**config.mk**
```make
export PLATFORM = sky130hd
export DESIGN_NAME = aes_selftest_seq_flat
export DESIGN_NICKNAME = d
export VERILOG_FILES = /design/src/rtl/aes_selftest_seq_if.sv /design/src/rtl/aes_selftest_seq.sv /design/src/flat_wrapper.sv
export SDC_FILE = /design/constraint.sdc
export NUM_CORES = 1
export LEC_CHECK = 0
export ABC_AREA = 1
export CORE_AREA = 4 4 256 258
export CTS_BUF_LIST = sky130_fd_sc_hd__clkbuf_16
export CTS_CLUSTER_SIZE = 28
export DETAILED_ROUTE_END_ITERATION = 16
export DIE_AREA = 0 0 260 262
export PLACE_DENSITY_LB_ADDON = 0.25
export SLEW_MARGIN = 10
export SYNTH_ARGS = -nofsm -noshare
export SYNTH_HDL_FRONTEND = slang
export SYNTH_SLANG_ARGS = --single-unit
```
**constraint.sdc**
```tcl
create_clock -name clk -period 2.9 [get_ports clk]
set_input_delay 0.435 -clock clk [delete_from_list [all_inputs] [get_ports clk]]
set_output_delay 0.435 -clock clk [all_outputs]
set_load 0.01 [all_outputs]
```
**src/rtl/aes_selftest_seq_if.sv**
```systemverilog
// Handshake and data bundle between the AES self-test sequencer and its environment.
// The environment drives start/mode/vectors/core results; the sequencer drives holds, status and display.
interface aes_selftest_seq_if;
    logic           start;
    logic [1:0]     mode;
    logic [0:127]   plain_text;
    logic [0:127]   expected_cipher;
    logic [0:127]   cipher_out;
    logic [0:127]   inv_out;
    logic           cipher_hold;
    logic           inv_hold;
    logic [0:127]   inv_in;
    logic           busy;
    logic           done;
    logic           pass;
    logic           enc_ok;
    logic           dec_ok;
    logic           err;
    logic [3:0]     disp_sel;
    logic [7:0]     disp_byte;

    modport master (
        output start, mode, plain_text, expected_cipher, cipher_out, inv_out, disp_sel,
        input  cipher_hold, inv_hold, inv_in, busy, done, pass, enc_ok, dec_ok, err, disp_byte
    );

    modport slave (
        input  start, mode, plain_text, expected_cipher, cipher_out, inv_out, disp_sel,
        output cipher_hold, inv_hold, inv_in, busy, done, pass, enc_ok, dec_ok, err, disp_byte
    );
endinterface

```
**src/rtl/aes_selftest_seq.sv**
```systemverilog
// BIST sequencer: runs Cipher/InvCipher cores for LAT cycles each, checks results against vectors.
// Latency start->done: LAT_ENC+LAT_DEC+3 (round trip), LAT+2 (single), 1 (reserved); start ignored while busy.
module aes_selftest_seq #(
    parameter int Nk      = 4,
    parameter int Nr      = Nk + 6,
    parameter int LAT_ENC = Nr + 1,
    parameter int LAT_DEC = Nr + 1,
    parameter int CW      = 5
) (
    input  logic              clk,
    input  logic              reset,
    aes_selftest_seq_if.slave bus
);
    typedef enum logic [2:0] {IDLE, ENC, ENC_CHK, DEC, DEC_CHK, DONE} state_t;

    localparam logic [CW-1:0] ENC_LAST = CW'(LAT_ENC - 1);
    localparam logic [CW-1:0] DEC_LAST = CW'(LAT_DEC - 1);

    state_t         state;
    logic [1:0]     mode_r;
    logic [CW-1:0]  phase;
    logic [0:127]   ct_reg;
    logic [0:127]   pt_reg;
    logic           last_dec;
    logic           cipher_hold, inv_hold, busy, done, pass, enc_ok, dec_ok, err;
    logic [0:127]   disp_src;

    always_ff @(posedge clk) begin
        if (reset) begin
            state       <= IDLE;
            mode_r      <= 2'b00;
            phase       <= '0;
            ct_reg      <= '0;
            pt_reg      <= '0;
            last_dec    <= 1'b0;
            cipher_hold <= 1'b1;
            inv_hold    <= 1'b1;
            busy        <= 1'b0;
            done        <= 1'b0;
            pass        <= 1'b0;
            enc_ok      <= 1'b0;
            dec_ok      <= 1'b0;
            err         <= 1'b0;
        end else begin
            done <= 1'b0;
            case (state)
                IDLE: begin
                    if (bus.start) begin
                        mode_r <= bus.mode;
                        pass   <= 1'b0;
                        enc_ok <= 1'b0;
                        dec_ok <= 1'b0;
                        busy   <= 1'b1;
                        phase  <= '0;
                        case (bus.mode)
                            2'b00, 2'b01: begin
                                state       <= ENC;
                                cipher_hold <= 1'b0;
                                err         <= 1'b0;
                            end
                            2'b10: begin
                                state    <= DEC;
                                inv_hold <= 1'b0;
                                err      <= 1'b0;
                            end
                            default: begin
                                state <= DONE;
                                err   <= 1'b1;
                            end
                        endcase
                    end
                end
                ENC: begin
                    if (phase == ENC_LAST) begin
                        phase       <= '0;
                        state       <= ENC_CHK;
                        cipher_hold <= 1'b1;
                    end else begin
                        phase <= phase + CW'(1);
                    end
                end
                ENC_CHK: begin
                    ct_reg   <= bus.cipher_out;
                    enc_ok   <= (bus.cipher_out == bus.expected_cipher);
                    last_dec <= 1'b0;
                    if (mode_r == 2'b00) begin
                        state    <= DEC;
                        inv_hold <= 1'b0;
                    end else begin
                        state <= DONE;
                    end
                end
                DEC: begin
                    if (phase == DEC_LAST) begin
                        phase    <= '0;
                        state    <= DEC_CHK;
                        inv_hold <= 1'b1;
                    end else begin
                        phase <= phase + CW'(1);
                    end
                end
                DEC_CHK: begin
                    pt_reg   <= bus.inv_out;
                    dec_ok   <= (bus.inv_out == bus.plain_text);
                    last_dec <= 1'b1;
                    state    <= DONE;
                end
                DONE: begin
                    done  <= 1'b1;
                    busy  <= 1'b0;
                    state <= IDLE;
                    case (mode_r)
                        2'b00:   pass <= enc_ok & dec_ok;
                        2'b01:   pass <= enc_ok;
                        2'b10:   pass <= dec_ok;
                        default: pass <= 1'b0;
                    endcase
                end
                default: state <= IDLE;
            endcase
        end
    end

    // Round trip decrypts our own captured ciphertext, never the live core output.
    assign bus.inv_in = (mode_r == 2'b10) ? bus.expected_cipher : ct_reg;

    assign disp_src      = last_dec ? pt_reg : ct_reg;
    assign bus.disp_byte = disp_src[{bus.disp_sel, 3'b000} +: 8];

    assign bus.cipher_hold = cipher_hold;
    assign bus.inv_hold    = inv_hold;
    assign bus.busy        = busy;
    assign bus.done        = done;
    assign bus.pass        = pass;
    assign bus.enc_ok      = enc_ok;
    assign bus.dec_ok      = dec_ok;
    assign bus.err         = err;
endmodule

```
**src/flat_wrapper.sv**
```systemverilog
// flat-port wrapper written by rule: the top's interface ports become plain ports
module aes_selftest_seq_flat 
#(
    parameter int Nk      = 4,
    parameter int Nr      = Nk + 6,
    parameter int LAT_ENC = Nr + 1,
    parameter int LAT_DEC = Nr + 1,
    parameter int CW      = 5
)
  (clk, reset, bus_start, bus_mode, bus_plain_text, bus_expected_cipher, bus_cipher_out, bus_inv_out, bus_disp_sel, bus_cipher_hold, bus_inv_hold, bus_inv_in, bus_busy, bus_done, bus_pass, bus_enc_ok, bus_dec_ok, bus_err, bus_disp_byte);
  aes_selftest_seq_if bus_i ();
  input  logic clk;
  input  logic reset;
  input wire logic [$bits(bus_i.start)-1:0] bus_start;
  input wire logic [$bits(bus_i.mode)-1:0] bus_mode;
  input wire logic [$bits(bus_i.plain_text)-1:0] bus_plain_text;
  input wire logic [$bits(bus_i.expected_cipher)-1:0] bus_expected_cipher;
  input wire logic [$bits(bus_i.cipher_out)-1:0] bus_cipher_out;
  input wire logic [$bits(bus_i.inv_out)-1:0] bus_inv_out;
  input wire logic [$bits(bus_i.disp_sel)-1:0] bus_disp_sel;
  output wire logic [$bits(bus_i.cipher_hold)-1:0] bus_cipher_hold;
  output wire logic [$bits(bus_i.inv_hold)-1:0] bus_inv_hold;
  output wire logic [$bits(bus_i.inv_in)-1:0] bus_inv_in;
  output wire logic [$bits(bus_i.busy)-1:0] bus_busy;
  output wire logic [$bits(bus_i.done)-1:0] bus_done;
  output wire logic [$bits(bus_i.pass)-1:0] bus_pass;
  output wire logic [$bits(bus_i.enc_ok)-1:0] bus_enc_ok;
  output wire logic [$bits(bus_i.dec_ok)-1:0] bus_dec_ok;
  output wire logic [$bits(bus_i.err)-1:0] bus_err;
  output wire logic [$bits(bus_i.disp_byte)-1:0] bus_disp_byte;
  assign bus_i.start = bus_start;
  assign bus_i.mode = bus_mode;
  assign bus_i.plain_text = bus_plain_text;
  assign bus_i.expected_cipher = bus_expected_cipher;
  assign bus_i.cipher_out = bus_cipher_out;
  assign bus_i.inv_out = bus_inv_out;
  assign bus_i.disp_sel = bus_disp_sel;
  assign bus_cipher_hold = bus_i.cipher_hold;
  assign bus_inv_hold = bus_i.inv_hold;
  assign bus_inv_in = bus_i.inv_in;
  assign bus_busy = bus_i.busy;
  assign bus_done = bus_i.done;
  assign bus_pass = bus_i.pass;
  assign bus_enc_ok = bus_i.enc_ok;
  assign bus_dec_ok = bus_i.dec_ok;
  assign bus_err = bus_i.err;
  assign bus_disp_byte = bus_i.disp_byte;
  aes_selftest_seq #(.Nk(Nk), .Nr(Nr), .LAT_ENC(LAT_ENC), .LAT_DEC(LAT_DEC), .CW(CW)) u_core (.clk(clk), .reset(reset), .bus(bus_i));
endmodule
```
==> results of run 1 <==
## cells by family after synthesis
| logic type | Yosys count | synth area share |
|---|---|---|
| AO/OA/AOI/OAI | 635 | 0.205 |
| AND/OR/NAND/NOR | 1005 | 0.235 |
| flip-flops | 275 | 0.330 |
| XOR/XNOR | 197 | 0.103 |
| multiplexers | 78 | 0.0526 |
| buffers and inverters | 300 | 0.0732 |
| adder cells (fa/ha/maj) | 2 | 0.00150 |
## routing by layer
layer	GRT usage	vias to the layer above
met5	0	-
met4	0.0532	0
met3	0.0461	78
met2	0.484	591
met1	0.305	8975
li1	-	9435
## through the flow
stage	total power [mW]	TNS (ns)	area [um2]	hold slack, ns	utilization
after CTS	16.7	0	25700	0.463	0.408
after detailed placement	12.3	-0.295	24400	0.473	0.388
final	16.7	0	25800	0.488	0.410
after floorplan	8.29	0	16700	0.444	-
after global placement	12.3	-0.349	24400	0.455	0.388
after global routing	17.5	-0.0659	25800	0.487	0.410
## repair_timing
action | 4_1_cts | 5_1_grt
setup buffers | 0 | 3
gates cloned | 3 | 3
pin swaps | 4 | 3
setup endpoints to repair | 27 | 23
hold buffers | 0 | 0
gates resized for setup | 38 | 27
## power groups by stage
stage / combinational [mW] / clock, mW / sequential [mW]
6_report: 6.82 / 4.30 / 5.57
5_1_grt: 7.39 / 4.51 / 5.61
4_1_cts: 6.77 / 4.38 / 5.59
3_5_place_dp: 6.65 / 0 / 5.66
3_3_place_gp: 6.65 / 0 / 5.67
2_1_floorplan: 3.36 / 0 / 4.93
## worst max-delay path: cells and delay by family, from the launching register on
family,cells,cell delay (ns)
compound gates,3,0.50
buf+inv,4,0.63
simple gates,3,0.28
flops,1,0.45
## layout make-up
type | count | share of cell area
clock buffer | 35 | 0.0339
timing repair buffer | 730 | 0.292
antenna | 8 | 0.000776
inverter | 146 | 0.0222
clock inverter | 23 | 0.00805
timing repair inverter | 1 | 0.000339
tap | 846 | 0.0410
multi-input combinational | 1917 | 0.389
sequential | 275 | 0.213
## synthesized netlist by cell type (3+ instances only)
library cell	number
sky130_fd_sc_hd__nand4_1	12
sky130_fd_sc_hd__xnor2_1	184
sky130_fd_sc_hd__a21oi_1	95
sky130_fd_sc_hd__or2_2	10
sky130_fd_sc_hd__buf_2	46
sky130_fd_sc_hd__inv_2	4
sky130_fd_sc_hd__o21ai_0	448
sky130_fd_sc_hd__nor2_1	640
sky130_fd_sc_hd__o221ai_1	44
sky130_fd_sc_hd__a31oi_1	8
sky130_fd_sc_hd__nand3_1	35
sky130_fd_sc_hd__buf_4	7
sky130_fd_sc_hd__nand2_1	297
sky130_fd_sc_hd__nor3_1	5
sky130_fd_sc_hd__a211oi_1	4
sky130_fd_sc_hd__dfxtp_1	275
sky130_fd_sc_hd__inv_1	135
sky130_fd_sc_hd__buf_1	3
sky130_fd_sc_hd__clkinv_1	5
sky130_fd_sc_hd__xor2_1	13
sky130_fd_sc_hd__clkbuf_1	97
sky130_fd_sc_hd__mux2_2	78
sky130_fd_sc_hd__o22ai_1	28
## worst max-delay path by stage
stage,to,slack [ns],depth (start not counted)
6_report,bus_disp_byte[5],0.06,10
5_1_grt,bus_disp_byte[5],-0.04,10
3_3_place_gp,bus_disp_byte[4],-0.13,10
2_1_floorplan,bus_disp_byte[7],0.98,10
4_1_cts,bus_disp_byte[4],0.008,7
3_5_place_dp,bus_disp_byte[5],-0.12,10
## placed cells by master, fill, tap and decap left out, types with 8 or more instances in the layout
master,count
sky130_fd_sc_hd__nand4_1,12
sky130_fd_sc_hd__nand2_1,296
sky130_fd_sc_hd__mux2_2,78
sky130_fd_sc_hd__buf_4,41
sky130_fd_sc_hd__o21ai_0,439
sky130_fd_sc_hd__nand3_1,35
sky130_fd_sc_hd__dfxtp_1,274
sky130_fd_sc_hd__clkbuf_16,37
sky130_fd_sc_hd__or2_2,10
sky130_fd_sc_hd__diode_2,8
sky130_fd_sc_hd__xor2_1,13
sky130_fd_sc_hd__buf_12,17
sky130_fd_sc_hd__clkinv_1,8
sky130_fd_sc_hd__nor2_1,632
sky130_fd_sc_hd__a21oi_1,92
sky130_fd_sc_hd__a31oi_1,8
sky130_fd_sc_hd__o22ai_1,28
sky130_fd_sc_hd__xnor2_1,184
sky130_fd_sc_hd__o221ai_1,42
sky130_fd_sc_hd__inv_1,141
sky130_fd_sc_hd__o21ai_1,9
sky130_fd_sc_hd__clkdlybuf4s50_1,655
==> results.json, run 1 <==
{
  "status": "finished clean",
  "die_outline_area_um2": 68100,
  "share_seq_of_total_power": 0.334,
  "yosys_warnings": 0,
  "mappedNetlistArea_um2": 16700,
  "placed_cells_incl_taps": 3906,
  "min-delay-path-class": "flop to flop",
  "setup_violations": 0,
  "numCtsBuffers": 34,
  "cts_root_buf": "sky130_fd_sc_hd__clkbuf_16",
  "crit_top_cell": "sky130_fd_sc_hd__buf_4",
  "sw_frac_of_total": 0.379,
  "final_nets": 3628,
  "route.detailed.vias_per_inst": 4.79,
  "final.period_utilization": 0.981,
  "cts.path.max_buffers": 3,
  "power.ir.vdd_worst_uv": 322,
  "die_h_um": 262,
  "setup_ws_ns": 0.0559,
  "wl_mm": 93.3,
  "max_stage_delay_ns": 0.45,
  "grt_first_pass_wirelength_mm": 128,
  "worst_pin_slew_ns": 0.698,
  "rows": 92,
  "routed-via-count": 19100,
  "core_region_area_um2": 63000,
  "post-route-min-period_ns": 2.84,
  "firstDrtPassIters": 5,
  "cp_slowest_cell": "sky130_fd_sc_hd__dfxtp_4",
  "setup_cp_type": "flop to primary output",
  "ctsHtreeMaxLevel": 2,
  "detailroute.wirelength.met3_mm": 5.34,
  "avgSynthCellArea_um2": 6.70,
  "sequential_cell_area_um2": 5510,
  "cts_tree": "yes",
  "post_synth_net_total": 3015,
  "power.clock.fraction": 0.258,
  "post-place-ws_ns": -0.118,
  "grt_antenna_before_repair": 9,
  "gr-total-overflow": 0,
  "portBuffers": 664,
  "cp-start-kind": "flop",
  "layout-area-overhead-vs-synth_pct": 54.6,
  "die_x_um": 260,
  "synth_top_area_frac": 0.330,
  "p_comb_frac": 0.409,
  "reg2reg_slack_ns": 1.02,
  "yosys.area.top_type": "sky130_fd_sc_hd__dfxtp_1",
  "clock_sinks": 275,
  "post_synth_edffs": 0,
  "timing.clock.skew_ns": 0.00909,
  "globalplace.congestion": 0.916,
  "fmax_mhz": 352,
  "share_of_layout_cells_above_drive_strength_1": 0.0761,
  "fillcell_total": 6773,
  "clk_transition_reported_paths_ns": 0.07,
  "dp_hpwl_mm": 75.7,
  "worst_ep_arrival_time_ns": 2.41,
  "initial_utilization": 0.265,
  "later_pin_clock_latency_in_the_skew_report_ns": 0.54,
  "drc": 0,
  "synth_cell_types": 38,
  "ff2ff_path_depth": 6,
  "timing.critical_path.to_type": "primary output",
  "synth_sequential_area_ratio": 0.330,
  "finalHoldViolCount": 0,
  "top_layer_used": "met4",
  "synth_top_cells_by_area": "sky130_fd_sc_hd__dfxtp_1 (33%), sky130_fd_sc_hd__nor2_1 (14%), sky130_fd_sc_hd__o21ai_0 (13%), sky130_fd_sc_hd__xnor2_1 (9.7%), sky130_fd_sc_hd__nand2_1 (6.7%)",
  "timing.hold.worst_endpoint": "u_core.bus.inv_hold",
  "power.static_leakage_nw": 10.5,
  "ys_seq_elements": 275,
  "netSwitchingPower_mw": 6.32,
  "rsz0062_at_grt": "yes",
  "wl_per_cell_um": 23.4,
  "required_ns": 2.47,
  "multi_input_comb_area_um2": 10000,
  "drt.antenna.violating_nets": 0,
  "drtIter0Drc": 1322,
  "worstSetupStartpoint": "u_core.last_dec",
  "crit_path_cell_trace": "buf_4 -> clkbuf_16 -> o21ai_0 -> o221ai_1 -> nand3_1 -> nand2_1 -> nor2_1 -> buf_4 -> a21oi_2 -> clkbuf_2",
  "num_io_pins": 665,
  "worst_hold_path.num_cells": 2,
  "grt_start_max_net_pins": 146,
  "routed_wl_met2_mm": 48.7,
  "finalNonFillerCells": 3981,
  "top_reg_cell_synth": "sky130_fd_sc_hd__dfxtp_1",
  "r2r_start": "u_core.state[2]",
  "drv.max_cap_violation_count": 0,
  "hold_path.startpoint": "u_core.bus.inv_hold",
  "grt_pass1_vias": 18900,
  "drt-met1-wl_mm": 37.4,
  "power_report.internal_total_mw": 10.4,
  "synth-async-reset-ratio": 0,
  "timing.final.max_slew_violations": 0,
  "p_per_area_nw_per_um2": 647,
  "grt_usage": 0.257,
  "rr_endpoint": "u_core.pt_reg[109]",
  "synthCells": 2492,
  "worstPathMaxFanout": 15,
  "timing.max_slew.rel_slack": 0.535
}
Note: power is estimated with default switching activity, not from simulation.
==> run 2, diff against run 1 <==
clock period = 3.5 ns   (was 2.9 ns; I/O delays follow)
==> run 2 against run 1 <==
  * Sequential power down 16%
  * Final area down 1.6%
  * Die area unchanged
  * Register-to-register slack better by 0.22 ns
  * Core utilization down 0.67 points
  * Via count down 0.12%
  * Flip-flop and latch count unchanged
  * Total power down 20%
  * Critical endpoint unchanged
  * Largest cell class unchanged
==> results.json, run 2 (synthesis gave the netlist of run 1 again) <==
{
  "wl_mm": 92.2,
  "layout_common_cells": "sky130_fd_sc_hd__clkdlybuf4s50_1 (656), sky130_fd_sc_hd__nor2_1 (639), sky130_fd_sc_hd__o21ai_0 (448)",
  "worst_hold_path.num_cells": 2,
  "grt_usage": 0.256,
  "total_stage_count_of_the_critical_path": 8,
  "timing.clock.skew_ns": 0.0142,
  "total_power_mw": 13.4,
  "drtIter0Drc": 1301,
  "required_ns": 2.97,
  "clk_transition_reported_paths_ns": 0.06,
  "post-route-min-period_ns": 3.35,
  "later_pin_clock_latency_in_the_skew_report_ns": 0.54,
  "power.static_leakage_nw": 10.3,
  "final.period_utilization": 0.956,
  "finalHoldViolCount": 0,
  "setup-tns-final_ns": 0,
  "numCtsBuffers": 34,
  "worstPathMaxFanout": 57,
  "cts.path.max_buffers": 3,
  "gr-total-overflow": 0,
  "rsz0062_at_grt": "no",
  "p_per_area_nw_per_um2": 528,
  "placed_cells_incl_taps": 3886,
  "timing.critical_path.to_type": "primary output",
  "cts_root_buf": "sky130_fd_sc_hd__clkbuf_16",
  "die_x_um": 260,
  "grt_first_pass_wirelength_mm": 128,
  "rr_endpoint": "u_core.bus.enc_ok",
  "dp_hpwl_mm": 75.4,
  "cts_tree": "yes",
  "worstSetupStartpoint": "u_core.last_dec",
  "worst_pin_slew_ns": 0.782,
  "final_nets": 3601,
  "setup_violations": 0,
  "grt_antenna_before_repair": 11,
  "ff2ff_path_depth": 9,
  "route.detailed.vias_per_inst": 4.81,
  "max_stage_delay_ns": 0.58,
  "drv.max_cap_violation_count": 0,
  "timing.max_slew.rel_slack": 0.475,
  "grt_pass1_vias": 18800,
  "routed-via-count": 19100,
  "fillcell_total": 6734,
  "cp-start-kind": "flop",
  "min-delay-path-class": "flop to flop",
  "drt.antenna.violating_nets": 0,
  "rows": 92,
  "reg2reg_slack_ns": 1.24,
  "timing.final.max_slew_violations": 0,
  "fmax_mhz": 299,
  "grt_start_max_net_pins": 116,
  "clock_sinks": 275,
  "crit_path_cell_trace": "buf_16 -> o21ai_0 -> o221ai_1 -> nand3_1 -> nand2_1 -> nor2_1 -> a21oi_2 -> clkdlybuf4s50_1",
  "critical_path.top_delay_family": "buffers and inverters",
  "worst_ep_arrival_time_ns": 2.82,
  "firstDrtPassIters": 5,
  "ctsHtreeMaxLevel": 2,
  "initial_utilization": 0.265,
  "share_of_layout_cells_above_drive_strength_1": 0.0615,
  "finalNonFillerCells": 3958,
  "die_outline_area_um2": 68100,
  "num_io_pins": 665,
  "drc": 0,
  "hold_path.startpoint": "u_core.bus.inv_hold",
  "buffers_plus_inverters_on_the_worst_setup_path": 2,
  "die_h_um": 262,
  "portBuffers": 664,
  "r2r_start": "u_core.state[2]",
  "core_region_area_um2": 63000,
  "globalplace.congestion": 0.913,
  "power.ir.vdd_worst_uv": 306,
  "commonest_non_fill_non_tap_cell_in_the_layout": "sky130_fd_sc_hd__clkdlybuf4s50_1",
  "cp_slowest_cell": "sky130_fd_sc_hd__clkdlybuf4s50_1",
  "wl_per_cell_um": 23.3,
  "layout-area-overhead-vs-synth_pct": 52.1,
  "status": "finished clean",
  "setup_cp_type": "flop to primary output",
  "cp_endpoint": "bus_disp_byte[5]"
}
==> run 2: worst min-delay path, stage by stage (launching register included) <==
cell and delay [ns]:
sky130_fd_sc_hd__dfxtp_1 0.34, sky130_fd_sc_hd__a21oi_1 0.06, sky130_fd_sc_hd__o21ai_0 0.06
==> run 2: how the worst min path moves through the flow <==
stage | end | slack [ns]
2_1_floorplan | u_core.ct_reg[23] | 0.44
3_3_place_gp | u_core.bus.inv_hold | 0.45
3_5_place_dp | u_core.bus.inv_hold | 0.47
4_1_cts | u_core.bus.inv_hold | 0.49
5_1_grt | u_core.bus.dec_ok | 0.53
6_report | u_core.bus.inv_hold | 0.49
==> run 2: timing repair <==
action	in CTS	in global routing
hold buffers	0	0
cloned	1	0
buffers inserted	0	1
setup endpoints to repair	5	7
resized for setup	3	7
==> run 2: power by group <==
part | switching (mW) | leakage [nW] | internal, mW | total, mW
Clock | 1.43 | 0.528 | 1.90 | 3.33
Combinational | 2.82 | 7.56 | 2.60 | 5.42
Sequential | 0.892 | 2.24 | 3.77 | 4.66
==> run 2: final cells by class <==
class | instances | area, um2 | share of cell area
Timing Repair Buffer | 704 | 7210 | 0.284
Clock inverter | 25 | 113 | 0.00444
Inverter | 146 | 567 | 0.0223
Sequential cell | 275 | 5510 | 0.217
Tap cell | 846 | 1060 | 0.0417
Clock buffer | 37 | 926 | 0.0365
Multi-Input combinational cell | 1917 | 9980 | 0.393
Antenna cell | 8 | 20.0 | 0.000789
==> run 2: stage by stage <==
step / setup slack [ns] / hold WS (ns) / instance area [um2] / util
6_report: 0.154 / 0.490 / 25400 / 0.403
2_1_floorplan: 1.40 / 0.444 / 16700 / -
3_5_place_dp: 0.321 / 0.472 / 24300 / 0.385
5_1_grt: 0.0253 / 0.530 / 25400 / 0.403
4_1_cts: 0.0173 / 0.486 / 25300 / 0.402
3_3_place_gp: 0.325 / 0.455 / 24300 / 0.385
==> run 2: per-layer routing <==
| layer | wire [um] | global-route usage | vias up |
|---|---|---|---|
| li1 | - | - | 9387 |
| met1 | 36600 | 0.300 | 8861 |
| met2 | 46400 | 0.464 | 657 |
| met3 | 5490 | 0.0499 | 143 |
| met4 | 3660 | 0.0986 | 8 |
| met5 | 51 | 0 | - |
